--- config.mk ---
export PLATFORM = sky130hd
export DESIGN_NAME = reg_write_arbiter
export DESIGN_NICKNAME = d
export VERILOG_FILES = /design/src/rtl/reg_write_arbiter.sv
export SDC_FILE = /design/constraint.sdc
export NUM_CORES = 1
export LEC_CHECK = 0
export BUFFER_PORTS_ARGS = -buffer_cell sky130_fd_sc_hd__buf_2
export CAP_MARGIN = 20
export CORE_MARGIN = 4
export CORE_UTILIZATION = 48
export CTS_CLUSTER_DIAMETER = 150
export DETAILED_ROUTE_END_ITERATION = 16
export GPL_ROUTABILITY_DRIVEN = 0
export GPL_TIMING_DRIVEN = 1
export PLACE_DENSITY_LB_ADDON = 0.25
export RECOVER_POWER = 100
export SYNTH_ARGS = -nofsm -noshare
export SYNTH_HDL_FRONTEND = slang
export SYNTH_SLANG_ARGS = --single-unit
--- constraint.sdc ---
create_clock -name CLK -period 1.8 [get_ports CLK]
set_clock_uncertainty 0.1 [all_clocks]
set_input_delay 0.36 -clock CLK [delete_from_list [all_inputs] [get_ports CLK]]
set_output_delay 0.36 -clock CLK [all_outputs]
set_load 0.02 [all_outputs]
--- src/rtl/reg_write_arbiter.sv ---
// Two-requester writeback arbiter (ALU / load) driving the register-file write port.
// Optional REGWR_HAZARD_EN adds RD1_ADDR/RD2_ADDR inputs and the HAZARD output.
module reg_write_arbiter #(
    parameter int DATA_W    = 8,
    parameter int ADDR_W    = 3,
    parameter int PRIO_MODE = 0
) (
    input  logic              CLK,
    input  logic              RESET,
    input  logic              A_VALID,
    output logic              A_READY,
    input  logic [ADDR_W-1:0] A_ADDR,
    input  logic [DATA_W-1:0] A_DATA,
    input  logic              M_VALID,
    output logic              M_READY,
    input  logic [ADDR_W-1:0] M_ADDR,
    input  logic [DATA_W-1:0] M_DATA,
`ifdef REGWR_HAZARD_EN
    input  logic [ADDR_W-1:0] RD1_ADDR,
    input  logic [ADDR_W-1:0] RD2_ADDR,
    output logic              HAZARD,
`endif
    output logic              WRITE,
    output logic [ADDR_W-1:0] INADDRESS,
    output logic [DATA_W-1:0] IN
);

    typedef enum logic {GRANT_A = 1'b0, GRANT_M = 1'b1} grant_t;

    grant_t            last_grant, last_grant_next;
    logic              a_full, m_full;
    logic [ADDR_W-1:0] a_addr, m_addr;
    logic [DATA_W-1:0] a_data, m_data;
    logic              grant_a, grant_m;
    logic              a_accept, m_accept;

    always_ff @(posedge CLK) begin
        if (RESET) last_grant <= GRANT_M;
        else       last_grant <= last_grant_next;
    end

    // NOTE: every output of this block gets a default first, so no path leaves one unassigned (no latch).
    always_comb begin
        grant_a         = 1'b0;
        grant_m         = 1'b0;
        last_grant_next = last_grant;
        if (a_full && m_full) begin
            if (PRIO_MODE == 1) begin
                grant_a = 1'b1;
            end else begin
                // Tie: the requester that did not win the previous tie goes first.
                grant_a         = (last_grant == GRANT_M);
                grant_m         = (last_grant == GRANT_A);
                last_grant_next = (last_grant == GRANT_M) ? GRANT_A : GRANT_M;
            end
        end else begin
            grant_a = a_full;
            grant_m = m_full;
        end
    end

    // A buffer draining this cycle can take a new request on the same edge.
    assign A_READY  = !RESET && (!a_full || grant_a);
    assign M_READY  = !RESET && (!m_full || grant_m);
    assign a_accept = A_VALID && A_READY;
    assign m_accept = M_VALID && M_READY;

    always_ff @(posedge CLK) begin
        if (RESET) begin
            a_full <= 1'b0;
            m_full <= 1'b0;
        end else begin
            if (a_accept)     a_full <= 1'b1;
            else if (grant_a) a_full <= 1'b0;
            if (m_accept)     m_full <= 1'b1;
            else if (grant_m) m_full <= 1'b0;
        end
    end

    // NOTE: payload registers are deliberately not reset; they are only read while the matching full flag is set.
    always_ff @(posedge CLK) begin
        if (a_accept) begin
            a_addr <= A_ADDR;
            a_data <= A_DATA;
        end
        if (m_accept) begin
            m_addr <= M_ADDR;
            m_data <= M_DATA;
        end
    end

    always_ff @(posedge CLK) begin
        if (RESET) begin
            WRITE     <= 1'b0;
            INADDRESS <= '0;
            IN        <= '0;
        end else begin
            WRITE <= grant_a || grant_m;
            if (grant_a) begin
                INADDRESS <= a_addr;
                IN        <= a_data;
            end else if (grant_m) begin
                INADDRESS <= m_addr;
                IN        <= m_data;
            end
        end
    end

`ifdef REGWR_HAZARD_EN
    // Any write not yet visible in the register file that targets a register being read.
    always_comb begin
        HAZARD = 1'b0;
        if (a_full && (a_addr == RD1_ADDR || a_addr == RD2_ADDR))       HAZARD = 1'b1;
        if (m_full && (m_addr == RD1_ADDR || m_addr == RD2_ADDR))       HAZARD = 1'b1;
        if (WRITE && (INADDRESS == RD1_ADDR || INADDRESS == RD2_ADDR)) HAZARD = 1'b1;
    end
`endif

endmodule

# [After elaboration in Yosys (flattened, before gate mapping)]
# Index checks and enable logic that the tools add are counted.
[word_totals] inputBits=26 reg_bits=37
[op_classes] mux=11 n_bitwise=1 n_reduce_logical=14
[op_table] op="8-bit two-way mux" count=2
[op_table] op="1-bit two-way mux" count=7
[op_table] op="3-bit two-way mux" count=2
[op_table] op="2-bit nonzero test" count=3
[op_table] op="1-bit logical AND" count=5
[op_table] op="1-bit zero test" count=3
[op_table] op="1-bit logical OR" count=3
[op_table] op="1-bit NOT" count=1

# [Longest topological paths before layout]
# Gate-level depths: netlist (run 1).
[logic_depth] word_depth=6 mapped_depth=5

# [Least setup slack after synthesis (run 1)]
# OpenSTA, ideal clock, no wires.
[synth_timing] path_type="register to register" startpoint="register last_grant" endpoint="register a_addr[0] (enable)" n_path_buf=0 stages_incl_launch_ff=4 path_slack_ps=70 required_ps=1351 arrival_ps=1281 cell_sequence="dfxtp_1 and3b_2 nor2_1 and2_1"
[synth_between] elab_chain_cells=4
[synth_rtl] element="from (decl)" line="30" source="grant_t last_grant, last_grant_next;"
[synth_rtl] element="from (signal assigned)" line="39" source="else last_grant <= last_grant_next;"
[synth_rtl] element="1-bit two-way mux" line="47" source="if (a_full && m_full) begin"
[synth_rtl] element="1-bit logical OR" line="63" source="assign A_READY = !RESET && (!a_full || grant_a);"
[synth_rtl] element="1-bit logical AND" line="63"
[synth_rtl] element="named net A_READY" line="11" source="output logic A_READY,"
[synth_rtl] element="1-bit logical AND" line="65" source="assign a_accept = A_VALID && A_READY;"
[synth_rtl] element="named net a_accept" line="35" source="logic a_accept, m_accept;"
[synth_rtl] element="to (signal assigned)" line="83" source="a_addr <= A_ADDR;"
[synth_rtl] element="to (decl)" line="32" source="logic [ADDR_W-1:0] a_addr, m_addr;"
# The timed path passes the listed nets, and every way through them passes these cells.
# A chain may end at the register's enable or synchronous reset.

# [Worst setup path after layout (run 1)]
[layout_timing] startpoint="register last_grant" endpoint="output port A_READY"
[layout_between] elab_chain_cells=3
[layout_rtl] element="1-bit two-way mux" line="47"
[layout_rtl] element="1-bit logical OR" line="63"
[layout_rtl] element="1-bit logical AND" line="63"
[layout_rtl] element="to (decl)" line="11"
# No other way between the ends.

==> results of run 1 <==
==> power breakdown <==
part / switching, mW / internal [mW] / leakage [nW] / total (mW)
combinational: 0.0787 / 0.0540 / 0.258 / 0.133
sequential: 0.0227 / 0.952 / 0.330 / 0.974
clock: 0.284 / 0.382 / 0.0540 / 0.665
total: 0.385 / 1.39 / 0.642 / 1.77
==> repair_timing <==
item	in CTS	in global routing
buffers inserted	0	0
endpoints found under the setup margin	0	13
resized for setup	0	3
==> sequential cells by signal, indices dropped and copies added, names as in the netlist <==
signal and cells:
a_data 8, last_grant 1, IN 8, m_data 8
m_addr 3, a_full 1, WRITE 1, a_addr 3
m_full 1, INADDRESS 3
==> metal layers <==
layer,vias to the layer above,global-route usage [%],wire length [um]
li1,400,-,-
met1,386,18.1,1020
met2,31,24.6,1110
met3,2,6.10,187
met4,0,5.83,13
met5,-,0,0
==> layout make-up <==
type / instances / share of cell area (%)
clock buffers: 6 / 3.95
clock inverters: 2 / 2.45
inverters: 2 / 0.474
multi-input cells: 39 / 17.9
flip-flops and latches: 37 / 60.9
well taps: 30 / 2.37
repair buffers: 41 / 12.0
==> final timing paths <==
kind,start,endpoint,slack [ns],depth (start not counted)
worst max register to register,last_grant,a_data[1],0.22,4
worst min register to register,m_data[1],IN[1],0.37,1
worst min-delay path,A_DATA[5],a_data[5],0.09,1
worst max-delay path,last_grant,A_READY,0.09,3
==> logic make-up after synthesis <==
| kind of cell | Yosys count | share of synthesized area, % |
|---|---|---|
| flip-flops | 37 | 75.9 |
| AND/OR/NAND/NOR | 24 | 10.6 |
| buffers and inverters | 6 | 2.57 |
| AO/OA/AOI/OAI | 15 | 11.0 |
==> cells in the final DEF, fill, tap and decap left out, drive strengths merged <==
master and count:
a211oi 1, a21oi 1, a221o 11, and2 13
and3 1, and3b 1, buf 25, bufinv 1
clkbuf 22, dfxtp 15, edfxtp 22, inv 3
nor2 8, nor3 1, o211a 1, o21ai 1
==> worst max-delay path: cells and delay by family (launching register included) <==
family	cells	cell delay, ns
DFF	1	0.39
and+or+nand+nor	2	0.34
buffers and inverters	1	0.19
==> impl_metrics.ini, run 1 <==
[status]
outcome = finished clean

[clock_network]
hold_buffers = 0
root_buffer = clkbuf_4
cts_tree = yes
clock_sinks = 37
clk_latency_ns = 0.33
clockBufferDepth = 2
clkTransAtPathRegs_ns = 0.13
cts_made_buffers = 5
cts_max_level = 2

[placement]
dp_cells = 149
pre_cts_ws_ns = -0.0230
hpwl_um = 1610
portBuffers = 39
place_area_um2 = 1490

[critical_path]
endpoint_kind = primary output
worstPathCellList = and3b_2 -> nor2_1 -> clkbuf_2
arrival_ns = 1.25
critPathKind = flop to primary output
cp_slowest_cell = dfxtp_2
worstPathMaxFanout = 5
cpPeakStageDelay_ns = 0.39
worst-endpoint-required_ns = 1.34
crit_path_start_kind = flop

[sta]
period_share_pct = 95.1
rsz0062_at_grt = no
finalSetupViolCount = 0
worst_slack_ns = 0.0883
maxSlewViolCount = 0
fin_tns_setup_ns = 0
holdWs_ns = 0.0888
slew_headroom_pct = 48.6
worstMarginPinSlew_ns = 0.770
hold_viol_final = 0
fmax_mhz = 584
fin_crit_ns = 1.71

[floorplan]
ios = 40
die_w_um = 59.4
die_h_um = 59.4
core_um2 = 2500
die_area_um2 = 3520
start_util_pct = 50.7
core.rowCount = 18

[logic_synthesis]
synth-async-reset-ratio_pct = 0
synth_area_um2 = 1270
ys_ff_latch = 37
synth.area.top_cells = edfxtp_1 (52%), dfxtp_1 (24%), a221o_1 (7.9%)
synth-edff-count = 22
ys.flop_type = edfxtp_1
synthTopCellsByCount = edfxtp_1 (22), dfxtp_1 (15), and2_1 (13)
synth_most_common_cell = edfxtp_1
synth_cell_type_count = 18
synth.avg_cell_area_um2 = 15.4
syn_nets = 108
synth.yosys.warnings = 0
synth_largest_area_cell = edfxtp_1
yosysSeqAreaShare_pct = 75.9
synth_top_area_share_pct = 52.2
synth_cells = 82

[global_route]
track_usage_pct = 15.2
grt_pass1_vias = 842
antenna_found_initial = 0
grt_max_degree = 14
grt_pass1_wl_um = 3840
globalRouteOverflowTotal = 0

[power]
p_per_area_nw_per_um2 = 1120
vdd_drop_max_uv = 839
power.leakage_nw = 0.642
power_mw = 1.77

[layout]
nets = 152
n_antenna_cell = 0
fin_area_um2 = 1580
syn_to_final_growth_pct = 25.0
multi_input_area_um2 = 283
fillers = 197
drive_gt1_share_pct = 34.6
fin_cells = 157
fin_util_pct = 63.3
regArea_um2 = 963

[min_path]
hold_path_class = input port to flop

[drt]
finalWirelength_um = 2330
wl_per_cell_um = 14.9
dr.pass1.iters = 4
drcViolationCount = 0
vias = 819
routed_via_density = 5.22
dr.first_iter.drc_count = 17
ant_nets = 0

[flow_run]
drv_cap = 0
Note: power is estimated with default switching activity, not from simulation.
==> run 2, diff against run 1 <==
--- a/config.mk
+++ b/config.mk
@@ -5,10 +5,11 @@
 export SDC_FILE = /design/constraint.sdc
 export NUM_CORES = 1
 export LEC_CHECK = 0
+export ABC_AREA = 1
 export BUFFER_PORTS_ARGS = -buffer_cell sky130_fd_sc_hd__buf_2
 export CAP_MARGIN = 20
 export CORE_MARGIN = 4
-export CORE_UTILIZATION = 48
+export CORE_UTILIZATION = 50
 export CTS_CLUSTER_DIAMETER = 150
 export DETAILED_ROUTE_END_ITERATION = 16
 export GPL_ROUTABILITY_DRIVEN = 0
==> impl_metrics.ini, run 2 <==
[floorplan]
die_area_um2 = 3720
core.rowCount = 18
start_util_pct = 54.7
die_w_um = 61.0
ios = 40
core_um2 = 2570
die_h_um = 61.0

[power]
p_int_mw = 1.15
clockPowerShare_pct = 26.1
power.leakage_nw = 0.814
vdd_drop_max_uv = 630
p_sw_share_pct = 24.3
p_per_area_nw_per_um2 = 915
seqPwrFrac_pct = 63.5
p_comb_share_pct = 10.4
p_sw_uw = 371
power_mw = 1.52

[layout]
drive_gt1_share_pct = 18.5
layout_common_cells = nand2_1 (37), inv_1 (29), buf_2 (25), nand3_1 (24), edfxtp_1 (22)
syn_to_final_growth_pct = 18.7
final_common_cell = nand2_1
multi_input_area_um2 = 299
fillers = 226
fin_area_um2 = 1670
fin_cells = 219
nets = 214
n_antenna_cell = 0
top_regs = IN (8), a_data (8), m_data (8)
regArea_um2 = 963

[logic_synthesis]
synth_top_area_share_pct = 47.1
syn_nets = 168
synth_most_common_cell = nand2_1
yosysSeqAreaShare_pct = 68.4
synth_cell_type_count = 11
synth-async-reset-ratio_pct = 0
synth-edff-count = 22
ys_ff_latch = 37
synth.avg_cell_area_um2 = 9.89
synth_largest_area_cell = edfxtp_1
synth.area.top_cells = edfxtp_1 (47%), dfxtp_1 (21%), nand2_1 (9.9%)
ys.flop_type = edfxtp_1
synth_area_um2 = 1400
synthTopCellsByCount = nand2_1 (37), inv_1 (29), nand3_1 (24)
synth.yosys.warnings = 0
synth_cells = 142

[global_route]
antenna_found_initial = 0
grt_pass1_vias = 983
grt_pass1_wl_um = 4240
grt_max_degree = 13
globalRouteOverflowTotal = 0
track_usage_pct = 16.6

[clock_network]
clock_sinks = 37
cts_tree = yes
cts-resized-gates = 0
clk_latency_ns = 0.34
cts_made_buffers = 5
clkTransAtPathRegs_ns = 0.10
root_buffer = clkbuf_4
clockBufferDepth = 2
hold_buffers = 0
cts_max_level = 2
postCtsSetupBuffers = 0

[drt]
drcViolationCount = 0
vias = 1031
ant_nets = 0
dr.first_iter.drc_count = 21
dr.pass1.iters = 4
wl_per_cell_um = 11.9
routed_via_density = 4.71
finalWirelength_um = 2600

[sta]
fin_tns_setup_ns = 0
slew_headroom_pct = 56.7
period_share_pct = 92.0
rsz0062_at_grt = no
hold_viol_final = 0
maxSlewViolCount = 0
worst_slack_ns = 0.144
worstMarginPinSlew_ns = 0.646
finalSetupViolCount = 0
fmax_mhz = 604
fin_crit_ns = 1.66

[critical_path]
crit_path_end = M_READY
r2r_end = m_data[3]
critPathKind = flop to primary output
worstPathMaxFanout = 6
cp-startpoint = m_full
reg2reg_slack_ns = 0.20
endpoint_kind = primary output
worst-endpoint-required_ns = 1.34
rr_worst_depth = 4
arrival_ns = 1.20
crit_path_start_kind = flop
r2r-start = m_full

[placement]
place_area_um2 = 1650
portBuffers = 39
pre_cts_ws_ns = 0.329
dp_cells = 211
hpwl_um = 2000

[status]
outcome = finished clean

[flow_run]
drv_cap = 0

[min_path]
hold_path_class = input port to flop
==> run 2: how the worst min path moves through the flow <==
stage,from,end,cells past startpoint,slack [ns]
after global placement,IN[7],IN[7],2,0.33
after floorplan,RESET,a_full,1,0.33
after global routing,M_DATA[6],m_data[6],1,0.06
after CTS,A_DATA[6],a_data[6],1,0.08
final,M_DATA[0],m_data[0],1,0.09
after detailed placement,INADDRESS[0],INADDRESS[0],2,0.34
==> run 2: cell type report <==
| cell class | count | area share, % |
|---|---|---|
| Inverter | 29 | 6.53 |
| Sequential cell | 37 | 57.8 |
| Tap cell | 30 | 2.25 |
| Timing Repair Buffer | 45 | 12.5 |
| Clock buffer | 7 | 2.70 |
| Multi-Input combinational cell | 70 | 17.9 |
| Clock inverter | 1 | 0.225 |
==> run 2: worst max-delay path, stage by stage (launching register included) <==
cell	delay [ns]
dfxtp_1	0.43
nand3_1	0.13
nand2_1	0.10
inv_1	0.04
clkbuf_1	0.16
==> run 2: per-layer routing <==
| metal | global-route usage (%) | up-vias | part of all wire, % |
|---|---|---|---|
| li1 | - | 538 | - |
| met1 | 18.3 | 441 | 40 |
| met2 | 27.8 | 43 | 48 |
| met3 | 7.02 | 9 | 9.4 |
| met4 | 7.43 | 0 | 2.2 |
| met5 | 0 | - | 0 |
==> run 2: logic make-up after synthesis <==
| family | after synthesis | share of synthesized area, % |
|---|---|---|
| DFF | 37 | 68.4 |
| and+or+nand+nor | 67 | 20.2 |
| AOI/OAI and AO/OA | 3 | 1.07 |
| buffers and inverters | 35 | 10.2 |
==> run 2: power by group through the flow <==
stage	combinational (mW)	clock [mW]	sequential [mW]
after floorplan	0.0736	0	1.01
after global placement	0.166	0	0.984
after detailed placement	0.171	0	0.986
after CTS	0.172	0.409	0.967
after global routing	0.178	0.444	0.975
final	0.159	0.397	0.969
==> run 2: metrics by stage <==
stage	util, %	hold WS (ns)
2_1_floorplan	-	0.329
3_3_place_gp	64.3	0.333
3_5_place_dp	64.3	0.338
4_1_cts	66.2	0.0778
5_1_grt	64.9	0.0607
6_report	64.9	0.0855
